File: src/rtl/clk_div_pkg.sv
// Shared constants and helpers for the programmable clock divider.
// Imported by the channel and top-level modules.
package clk_div_pkg;

    localparam int CNT_W_DEF = 16;
    localparam int DIV_MIN   = 1;

    function automatic int ch_w(input int num_ch);
        return (num_ch > 1) ? $clog2(num_ch) : 1;
    endfunction

endpackage

File: src/rtl/clk_div_chan.sv
// One divider channel: counter, active/pending divisor, level and strobe.
// A new divisor is staged and only takes effect on this channel's wrap.
module clk_div_chan
    import clk_div_pkg::*;
#(
    parameter int CNT_W   = CNT_W_DEF,
    parameter int DEF_DIV = 2
) (
    input  logic             clk,
    input  logic             rst,
    input  logic             en,
    input  logic             sync,
    input  logic             wr,
    input  logic [CNT_W-1:0] val,
    output logic             out,
    output logic             tick
);

    localparam logic [CNT_W-1:0] ONE = CNT_W'(DIV_MIN);
    localparam logic [CNT_W-1:0] DEF = CNT_W'(DEF_DIV);

    logic [CNT_W-1:0] cnt;
    logic [CNT_W-1:0] active;
    logic [CNT_W-1:0] pending;
    logic             pend;
    logic [CNT_W-1:0] cnt_inc;
    logic [CNT_W-1:0] half;
    logic             wrap;

    assign cnt_inc = cnt + ONE;
    assign half    = active >> 1;
    assign wrap    = sync || (cnt == active - ONE);

    // Count, wrap, apply staged divisor on wrap; a write on the wrap edge waits a period.
    always_ff @(posedge clk) begin
        if (rst) begin
            cnt     <= DEF - ONE;
            active  <= DEF;
            pending <= '0;
            pend    <= 1'b0;
            out     <= 1'b0;
            tick    <= 1'b0;
        end else begin
            if (en || sync) begin
                if (wrap) begin
                    cnt  <= '0;
                    tick <= 1'b1;
                    out  <= 1'b1;
                    if (pend) begin
                        active <= pending;
                        pend   <= 1'b0;
                    end
                end else begin
                    cnt  <= cnt_inc;
                    tick <= 1'b0;
                    out  <= (cnt_inc < half);
                end
            end else begin
                tick <= 1'b0;
            end
            if (wr) begin
                pending <= val;
                pend    <= 1'b1;
            end
        end
    end

endmodule

File: src/rtl/clk_div_prog.sv
// Multi-channel programmable integer clock divider.
// Validates divisor writes, acknowledges them, and fans out to channels.
module clk_div_prog
    import clk_div_pkg::*;
#(
    parameter  int NUM_CH  = 4,
    parameter  int CNT_W   = CNT_W_DEF,
    parameter  int DEF_DIV = 2,
    localparam int CH_W    = ch_w(NUM_CH)
) (
    input  logic              clk,
    input  logic              rst,
    input  logic              en,
    input  logic              sync,
    input  logic              div_wr,
    input  logic [CH_W-1:0]   div_ch,
    input  logic [CNT_W-1:0]  div_val,
    output logic              div_ack,
    output logic              div_err,
    output logic [NUM_CH-1:0] div_out,
    output logic [NUM_CH-1:0] div_tick
);

    localparam logic [CH_W:0] NCH = (CH_W + 1)'(NUM_CH);

    logic              wr_ok;
    logic [NUM_CH-1:0] wr_sel;

    assign wr_ok = div_wr && ({1'b0, div_ch} < NCH) && (div_val != '0);

    for (genvar i = 0; i < NUM_CH; i++) begin : g_ch
        assign wr_sel[i] = wr_ok && (div_ch == CH_W'(i));

        clk_div_chan #(
            .CNT_W   (CNT_W),
            .DEF_DIV (DEF_DIV)
        ) u_chan (
            .clk  (clk),
            .rst  (rst),
            .en   (en),
            .sync (sync),
            .wr   (wr_sel[i]),
            .val  (div_val),
            .out  (div_out[i]),
            .tick (div_tick[i])
        );
    end

    // Acknowledge every write one cycle later; flag rejected ones.
    always_ff @(posedge clk) begin
        if (rst) begin
            div_ack <= 1'b0;
            div_err <= 1'b0;
        end else begin
            div_ack <= div_wr;
            div_err <= div_wr && !wr_ok;
        end
    end

endmodule

File: config.mk
export PLATFORM = sky130hd
export DESIGN_NAME = clk_div_prog
export DESIGN_NICKNAME = d
export VERILOG_FILES = /design/src/rtl/clk_div_pkg.sv /design/src/rtl/clk_div_chan.sv /design/src/rtl/clk_div_prog.sv
export SDC_FILE = /design/constraint.sdc
export NUM_CORES = 1
export LEC_CHECK = 0
export CORE_ASPECT_RATIO = 2
export CORE_MARGIN = 1.5
export CORE_UTILIZATION = 30
export DETAILED_ROUTE_END_ITERATION = 16
export PLACE_DENSITY = 0.5
export SYNTH_ARGS = -nofsm -noshare
export SYNTH_HDL_FRONTEND = slang
export SYNTH_SLANG_ARGS = --single-unit
File: constraint.sdc
create_clock -name clk -period 4.55 [get_ports clk]
set_clock_uncertainty 0.15 [all_clocks]
set_input_delay 0.6825 -clock clk [delete_from_list [all_inputs] [get_ports clk]]
set_output_delay 0.6825 -clock clk [all_outputs]
set_load 0.03 [all_outputs]
==> results by group <==
Finish
  • Layout cell share with drive strength beyond 1: 0.0646
  • ANT cells: 0
  • Most frequent cells in the layout: dfxtp_1 (206), nor2_1 (189), mux2i_1 (112)
  • Final non-filler cell total: 2,016
  • Area growth syn-to-layout: 12.5%
  • Final nets: 1,559
  • Fillers: about 4,200
  • Most common cell after layout, fill and taps aside: dfxtp_1
  • Layout Cell Area excl Fill: ~0.014 mm2

STA
  • Fmax: 247 MHz
  • Worst Tran Pin Value: about 1.3 ns
  • Final Hold Viols: 0
  • Setup Viol. Count Final: 0
  • Fin. max-slew vios: 0
  • Worst relative slew slack: 0.154
  • Fin crit period: 4.06 ns
  • RSZ-0062 raised after global routing: no
  • Post-route setup TNS: 0 ns
  • Final worst-path cycle share: 0.891

Drt
  • DRC violations left: 0
  • Wire per inst: approximately 18 um
  • Via count: 10,378
  • First drt pass iteration count: 5
  • Vias per cell: 5.15
  • Total Wirelength: roughly 36,000 um
  • Antenna viol nets, final: 0
  • DRT iter0 DRCs: 459

Yosys
  • Async SR Flop Fraction: 0
  • Post-Synthesis Cells: 1,475
  • YS warnings: 0
  • Largest family of logic cells by synthesized area: simple AND/OR/NAND/NOR gates
  • Post-Synth XOR/XNOR Area: 0.0815
  • Area fraction in compound gates after synthesis: 0.133
  • Syn nets: approximately 1,600
  • Simple-Gate Fraction of Synth Area: 0.229
  • Post-synth EDFFs: 0
  • Flops & latches, synth: about 200
  • Leading area contributor after synthesis: dfxtp_1
  • Cell area after synthesis: 0.0123 mm2
  • Post-synthesis adder-cell area fraction: 0.0653
  • Sequential share of the synthesized area: 0.337
  • Mux contribution to synthesized area: 0.0915
  • Yosys top cell area share: 0.337
  • Yosys cell types: 80
  • Synth area leaders: dfxtp_1 (34%), mux2i_1 (9.1%), ha_1 (6.5%), nor2_1 (5.9%), xnor2_1 (4.9%)
  • Avg Cell Area, Syn: 8.31 um2
  • Post-synth top flop: dfxtp_1

Global route
  • Initial antenna violation count: 0
  • Vias in the first global route: 10,262
  • GRT Residual Overflow: 0
  • First-pass GRT wire length: 56,400 um
  • GRT Util Overall: 0.169
  • Largest net degree at the start of global routing: 66

CTS
  • Post-CTS Hold Buffers: 0
  • Clk root buf: clkbuf_16
  • Resize count post-CTS: 0
  • Clock Latency Late Sink: about 0.52 ns
  • TritonCTS clock tree: yes
  • Clock tree buffer depth: 3
  • CTS Buf Count: 21
  • Clk slew on worst S/H paths: 0.07 ns
  • Postcts setup bufs: 0
  • # H-tree levels: 1
  • Clock Sinks: 206

Power and ir drop
  • Pwr Total: 4.17 mW
  • Peak supply drop: about 0.00022 V
  • Leak pwr: 5.47 nW
  • P per Cell Area: 303 mW/mm2

Die
  • Die Wd: 146 um
  • DIE HEIGHT: 289 um
  • Starting Density: 0.305
  • I/O pins: 33
  • FP Rows: 104
  • Die footprint: 0.0421 mm2
  • Core Region: 0.0402 mm2

Placement
  • Placed Cells: around 2,000
  • Placed Area: 0.0131 mm2
  • GP Congestion: 0.844
  • Final HPWL DP: 27,200 um
  • Buffers on Ports: 32

Critical path
  • Type of the worst setup path: register to register
  • Critical Path Sink Type: register
  • CP arrival: 4.34 ns
  • Worst EP required: between 4 and 5 ns
  • Reg2Reg Depth: 13
  • Setup crit start kind: register
  • RR Startpoint: g_ch[3].u_chan.cnt[0]$_SDFFE_PP1N_
  • Flop-to-flop setup slack: 0.49 ns
  • CP max FO: 6
  • Crit Reg-Reg Endpoint: g_ch[3].u_chan.out$_SDFFE_PP0N_

Hold path
  • HP Class: register to register
  • Min-Delay Startpoint: g_ch[2].u_chan.pending[6]$_SDFFE_PP0P_
  • Hold Path Sink: g_ch[2].u_chan.pending[6]$_SDFFE_PP0P_
  • Hold depth: 2

Flow run
  • MaxCap Viol Count: 0

Run status
  • Outcome: completed
-- power breakdown --
group / total, mW / switching, mW / internal [mW]
clock network: 1.78 / 0.767 / 1.02
logic: 0.506 / 0.318 / 0.188
registers: 1.88 / 0.0349 / 1.84
total: 4.17 / 1.12 / 3.05
-- critical path, stage by stage (launching register included) --
cell,delay (ns)
dfxtp_1,0.44
ha_1,0.27
nand3_1,0.20
nor2_1,0.23
and3_1,0.27
and3_1,0.29
nand3_1,0.13
xnor2_1,0.23
ha_1,0.28
nand3_1,0.13
nor2_1,0.07
a2111oi_0,0.59
o21ai_0,0.36
a311oi_2,0.33
-- how the worst max path moves through the flow --
stage / from / endpoint / slack (ns) / cells past startpoint
finish: g_ch[3].u_chan.cnt[0]$_SDFFE_PP1N_ / g_ch[3].u_chan.out$_SDFFE_PP0N_ / 0.49 / 13
global route: g_ch[3].u_chan.cnt[0]$_SDFFE_PP1N_ / g_ch[3].u_chan.out$_SDFFE_PP0N_ / 0.24 / 13
CTS: g_ch[3].u_chan.cnt[0]$_SDFFE_PP1N_ / g_ch[3].u_chan.out$_SDFFE_PP0N_ / 0.59 / 13
detailed placement: g_ch[3].u_chan.cnt[0]$_SDFFE_PP1N_ / g_ch[3].u_chan.out$_SDFFE_PP0N_ / 0.64 / 13
global placement: g_ch[3].u_chan.cnt[0]$_SDFFE_PP1N_ / g_ch[3].u_chan.out$_SDFFE_PP0N_ / 0.58 / 13
floorplan: g_ch[3].u_chan.cnt[0]$_SDFFE_PP1N_ / g_ch[3].u_chan.out$_SDFFE_PP0N_ / 1.40 / 14
-- layer usage --
layer  GRT usage  wire [um]  vias to the layer above
met3      0.0153        943                       64
met4      0.0844       1690                        0
met1       0.171      13500                     4953
li1            -          -                     5176
met2       0.342      19800                      185
met5           0          0                        -
-- Yosys cell counts, drive strengths merged (4+ instances only) --
cell type	n
and2	16
nor2	191
nor3b	5
a32oi	9
a22oi	13
nand4	29
mux2i	112
o211ai	12
a31oi	24
o41ai	4
nand3	76
a21boi	6
a2bb2oi	6
a311oi	6
nand2b	16
a2111oi	5
ha	64
dfxtp	206
nor4	25
a211oi	6
o311ai	4
xnor2	68
and3	31
clkbuf	64
a41oi	6
nand3b	4
o21a	8
inv	79
or2	4
nor3	29
or4	4
buf	30
o31ai	6
a21o	11
nand2	101
o21ai	28
or3	8
xor2	46
nor2b	14
a21oi	59
-- area by class of cell --
| type | count | area, um2 | area share |
|---|---|---|---|
| inverters | 81 | 304 | 0.0221 |
| flip-flops and latches | 206 | 4120 | 0.299 |
| multi-input cells | 1094 | 7400 | 0.537 |
| clock buffers | 27 | 578 | 0.0419 |
| well taps | 530 | 663 | 0.0481 |
| clock inverters | 10 | 116 | 0.00844 |
| repair buffers | 68 | 592 | 0.0429 |
-- state kept, by name, summed over array words and instances (netlist names) --
signal               flops
g_ch.u_chan.active      64
g_ch.u_chan.pend         4
g_ch.u_chan.pending     64
div_err                  1
g_ch.u_chan.out          4
g_ch.u_chan.tick         4
div_ack                  1
g_ch.u_chan.cnt         64
-- logic make-up (layout without fill, tap and decap cells) --
kind of cell    count (synthesis)  count (layout)
compound gates                235             235
xor+xnor                      114             114
fa+ha+maj                      64              64
buf+inv                       175             186
flops                         206             206
mux                           112             112
simple gates                  569             569
-- stage by stage --
step | setup WS, ns | hold slack, ns | utilization
6_report | 0.495 | 0.306 | 0.343
4_1_cts | 0.586 | 0.307 | 0.343
3_5_place_dp | 0.635 | 0.298 | 0.325
5_1_grt | 0.238 | 0.322 | 0.343
3_3_place_gp | 0.578 | 0.304 | 0.325
2_1_floorplan | 1.40 | 0.286 | -
No activity file was read; power rests on OpenSTA's default activity.
==> RTL change 1 (same flow settings) <==
Change the parameter `NUM_CH` from 4 to 8.
--- a/src/rtl/clk_div_prog.sv
+++ b/src/rtl/clk_div_prog.sv
@@ -3,7 +3,7 @@
 module clk_div_prog
     import clk_div_pkg::*;
 #(
-    parameter  int NUM_CH  = 4,
+    parameter  int NUM_CH  = 8,
     parameter  int CNT_W   = CNT_W_DEF,
     parameter  int DEF_DIV = 2,
     localparam int CH_W    = ch_w(NUM_CH)
Interface: changed (resized div_ch, div_out and div_tick); port bits go from 33 to 42. No check against the original RTL was run, so the function may have changed too.
==> RTL change 1 against the original RTL <==
Setup slack better by 0.27 ns. Sequential cell count up 204. Synthesized area up 96%. Fmax up 7.3%. Design area up 93%. Total power up 95%. Routed wire length up 110%. Critical path type unchanged. Largest power group unchanged.
==> RTL change 1: results (changes against the original RTL) <==
status=complete, no violations (unchanged); Peak VDD IR=0.0002947 V (was 0.0002189 V); Synth top cells by count=dfxtp_1 (410), nor2_1 (319), nand2_1 (312) (was dfxtp_1 (206), nor2_1 (191), mux2i_1 (112)); P_sw=0.002163 W (was 0.001120 W); Placement Setup Slack=0.7454 ns (was 0.6351 ns); largest net degree at the start of global routing=152 (was 66); CP Data Arrival Time=4.09 ns (was 4.34 ns); overall routing resource usage=18.61% (was 16.95%); clk_lat worst skew=0.57 ns (was 0.52 ns); met2 WL=43180 um (was 19780 um); Synth Area in Adders=6.683% (was 6.535%); sequential cell area fraction in the yosys report=34.25% (was 33.65%); Mapped Nets=3106 (was 1562); FF+latch count, synth=410 (was 206); Multi-In Gates=2177 (was 1094); Synth Area in Compound Gates=14.82% (was 13.25%); Post-Synth XOR/XNOR Area=9.430% (was 8.148%); Leakage=10.30 nW (was 5.470 nW); bufs w/o clock=98 (was 68); vias per cell=5.225 (was 5.148); H-tree levels=2 (was 1); switching share of total power=26.67% (was 26.85%); invs w/o clock=148 (was 81); fraction of area in multi-input gates=53.79% (was 53.73%); Critical Path Max Stage Delay=0.61 ns (was 0.59 ns); dpl cells=3869 (was 1979); met3 WL=1967 um (was 943 um); worst-margin pin slew=1.230 ns (was 1.268 ns)
-- RTL change 1: cell count changes in the layout (fill, tap and decap cells not counted), moves of 46 or more --
cell / change
nand2_1: +211
dfxtp_1: +204
nor2_1: +126
a21oi_1: +106
xnor2_1: +93
inv_1: +67
ha_1: +64
xor2_1: +51
nor3_1: +46
-- RTL change 1: final timing paths --
path              cells after the start                        end  slack (ns)                       from
setup / recovery                      8      g_ch[4].u_chan.cnt[1]        0.77   g_ch[4].u_chan.active[5]
hold / removal                        2  g_ch[1].u_chan.pending[9]        0.30  g_ch[1].u_chan.pending[9]
setup reg to reg                      8      g_ch[4].u_chan.cnt[1]        0.77   g_ch[4].u_chan.active[5]
hold reg to reg                       2  g_ch[1].u_chan.pending[9]        0.30  g_ch[1].u_chan.pending[9]
==> RTL change 2 (same flow settings) <==
Without the edit above. Register the output `div_err` once more, without a reset; this adds one clock of latency there. The other outputs are not delayed to match.
--- a/src/rtl/clk_div_prog.sv
+++ b/src/rtl/clk_div_prog.sv
@@ -22,6 +22,8 @@
 );
 
     localparam logic [CH_W:0] NCH = (CH_W + 1)'(NUM_CH);
+
+    logic div_err_s0;
 
     logic              wr_ok;
     logic [NUM_CH-1:0] wr_sel;
@@ -50,11 +52,15 @@
     always_ff @(posedge clk) begin
         if (rst) begin
             div_ack <= 1'b0;
-            div_err <= 1'b0;
+            div_err_s0 <= 1'b0;
         end else begin
             div_ack <= div_wr;
-            div_err <= div_wr && !wr_ok;
+            div_err_s0 <= div_wr && !wr_ok;
         end
+    end
+
+    always_ff @(posedge clk) begin
+        div_err <= div_err_s0;
     end
 
 endmodule
Function: changed (Yosys sat finds a counterexample within 4 cycles, from zero or initial values and one cycle with rst high).
==> RTL change 2 against the original RTL <==
Sequential cell count is 1 higher. Setup slack better by 0.43 ns. Fmax grew 12%. Routed wire length grew 2.5%. Synthesized area up 0.16%. Critical path type unchanged. Count of clock-buffer cells in the layout increased by 1. Total power is 0.71% higher. Highest routed layer is now met5. Design area fell by 0.46%. Die area up 0.16%.
==> RTL change 2: results (changes against the original RTL) <==
final wirelength=36830 um (was 35950 um); Peak VDD IR=0.0001914 V (was 0.0002189 V); overall routing resource usage=17.46% (was 16.95%); routing usage on met1=16.40% (was 17.08%); first-pass GRT wire length=58000 um (was 56440 um); share of cells above drive strength 1=5.499% (was 6.460%); dpl cells=1969 (was 1979); Critical Path Max Stage Delay=0.63 ns (was 0.59 ns); met3 WL=1005 um (was 943 um); vias per cell=5.176 (was 5.148); Pint=0.003099 W (was 0.003050 W); nets@finish=1549 (was 1559); HPWL Detailed=27400 um (was 27190 um); vias post-DR=10.37k (was 10.38k); worst-margin pin slew=0.8867 ns (was 1.268 ns); met2 WL=20660 um (was 19780 um); Syn Area/Cell=8.316 um2 (was 8.308 um2); number of global-route vias before repair=10.52k (was 10.26k); Mapped Nets=1563 (was 1562); Synth top cells by count=dfxtp_1 (207), nor2_1 (191), mux2i_1 (112) (was dfxtp_1 (206), nor2_1 (191), mux2i_1 (112)); grt met2 use=36.05% (was 34.19%); status=complete, no violations (unchanged); 1st-pass router iterations=4 (was 5); top fanout value on the critical path=25 (was 6); Final Wtd Congestion=0.8470 (was 0.8439); M1 WL=13260 um (was 13530 um); post-layout minimum cycle time=3.622 ns (was 4.055 ns); sequential cell area fraction in the yosys report=33.76% (was 33.65%); largest net degree at the start of global routing=61 (was 66); largest cells by area after synthesis=dfxtp_1 (34%), mux2i_1 (9.1%), ha_1 (6.5%), nor2_1 (5.8%), xnor2_1 (4.9%) (was dfxtp_1 (34%), mux2i_1 (9.1%), ha_1 (6.5%), nor2_1 (5.9%), xnor2_1 (4.9%))
RTL change 2: cell types whose count changed in the layout (fill, tap and decap cells not counted), sizes merged:
cell / unedited run / this run
buf: 37 / 26
clkinv: 7 / 4
bufinv: 2 / 3
clkbuf: 27 / 28
clkinvlp: 2 / 1
dfxtp: 206 / 207
inv: 80 / 79
RTL change 2: layout make-up:
cell class / instances / area [um2]
clock inverter: 6 / 111.4
multi-input combinational: 1094 / 7405
inverter: 81 / 304.0
fill: 4225 / 26620
timing repair buffer: 57 / 509.2
tap: 530 / 663.1
clock buffer: 28 / 581.8
sequential: 207 / 4144
RTL change 2: final timing paths:
| kind | cells after the start | to | slack, ns | start |
|---|---|---|---|---|
| worst max register to register | 10 | g_ch[3].u_chan.cnt[9] | 0.93 | g_ch[3].u_chan.active[0] |
| worst min-delay path | 0 | div_err | 0.19 | div_err_s0 |
| worst min register to register | 0 | div_err | 0.19 | div_err_s0 |
| worst max-delay path | 10 | g_ch[3].u_chan.cnt[9] | 0.93 | g_ch[3].u_chan.active[0] |
RTL change 2: power by group through the flow:
stage	clock (W)	combinational [W]	sequential, W
floorplan	0	0.000332	0.00192
global placement	0	0.000492	0.00193
detailed placement	0	0.000495	0.00193
CTS	0.00188	0.000498	0.00189
global route	0.00194	0.000537	0.00190
finish	0.00182	0.000492	0.00189
RTL change 2: cell families (layout without fill, tap and decap cells):
family | Yosys count | in the layout | share of synthesized area, %
fa+ha+maj | 64 | 64 | 6.524
compound gates | 235 | 235 | 13.23
simple gates | 569 | 569 | 22.88
buf+inv | 175 | 172 | 6.330
mux | 112 | 112 | 9.134
xor+xnor | 114 | 114 | 8.135
flops | 207 | 207 | 33.76
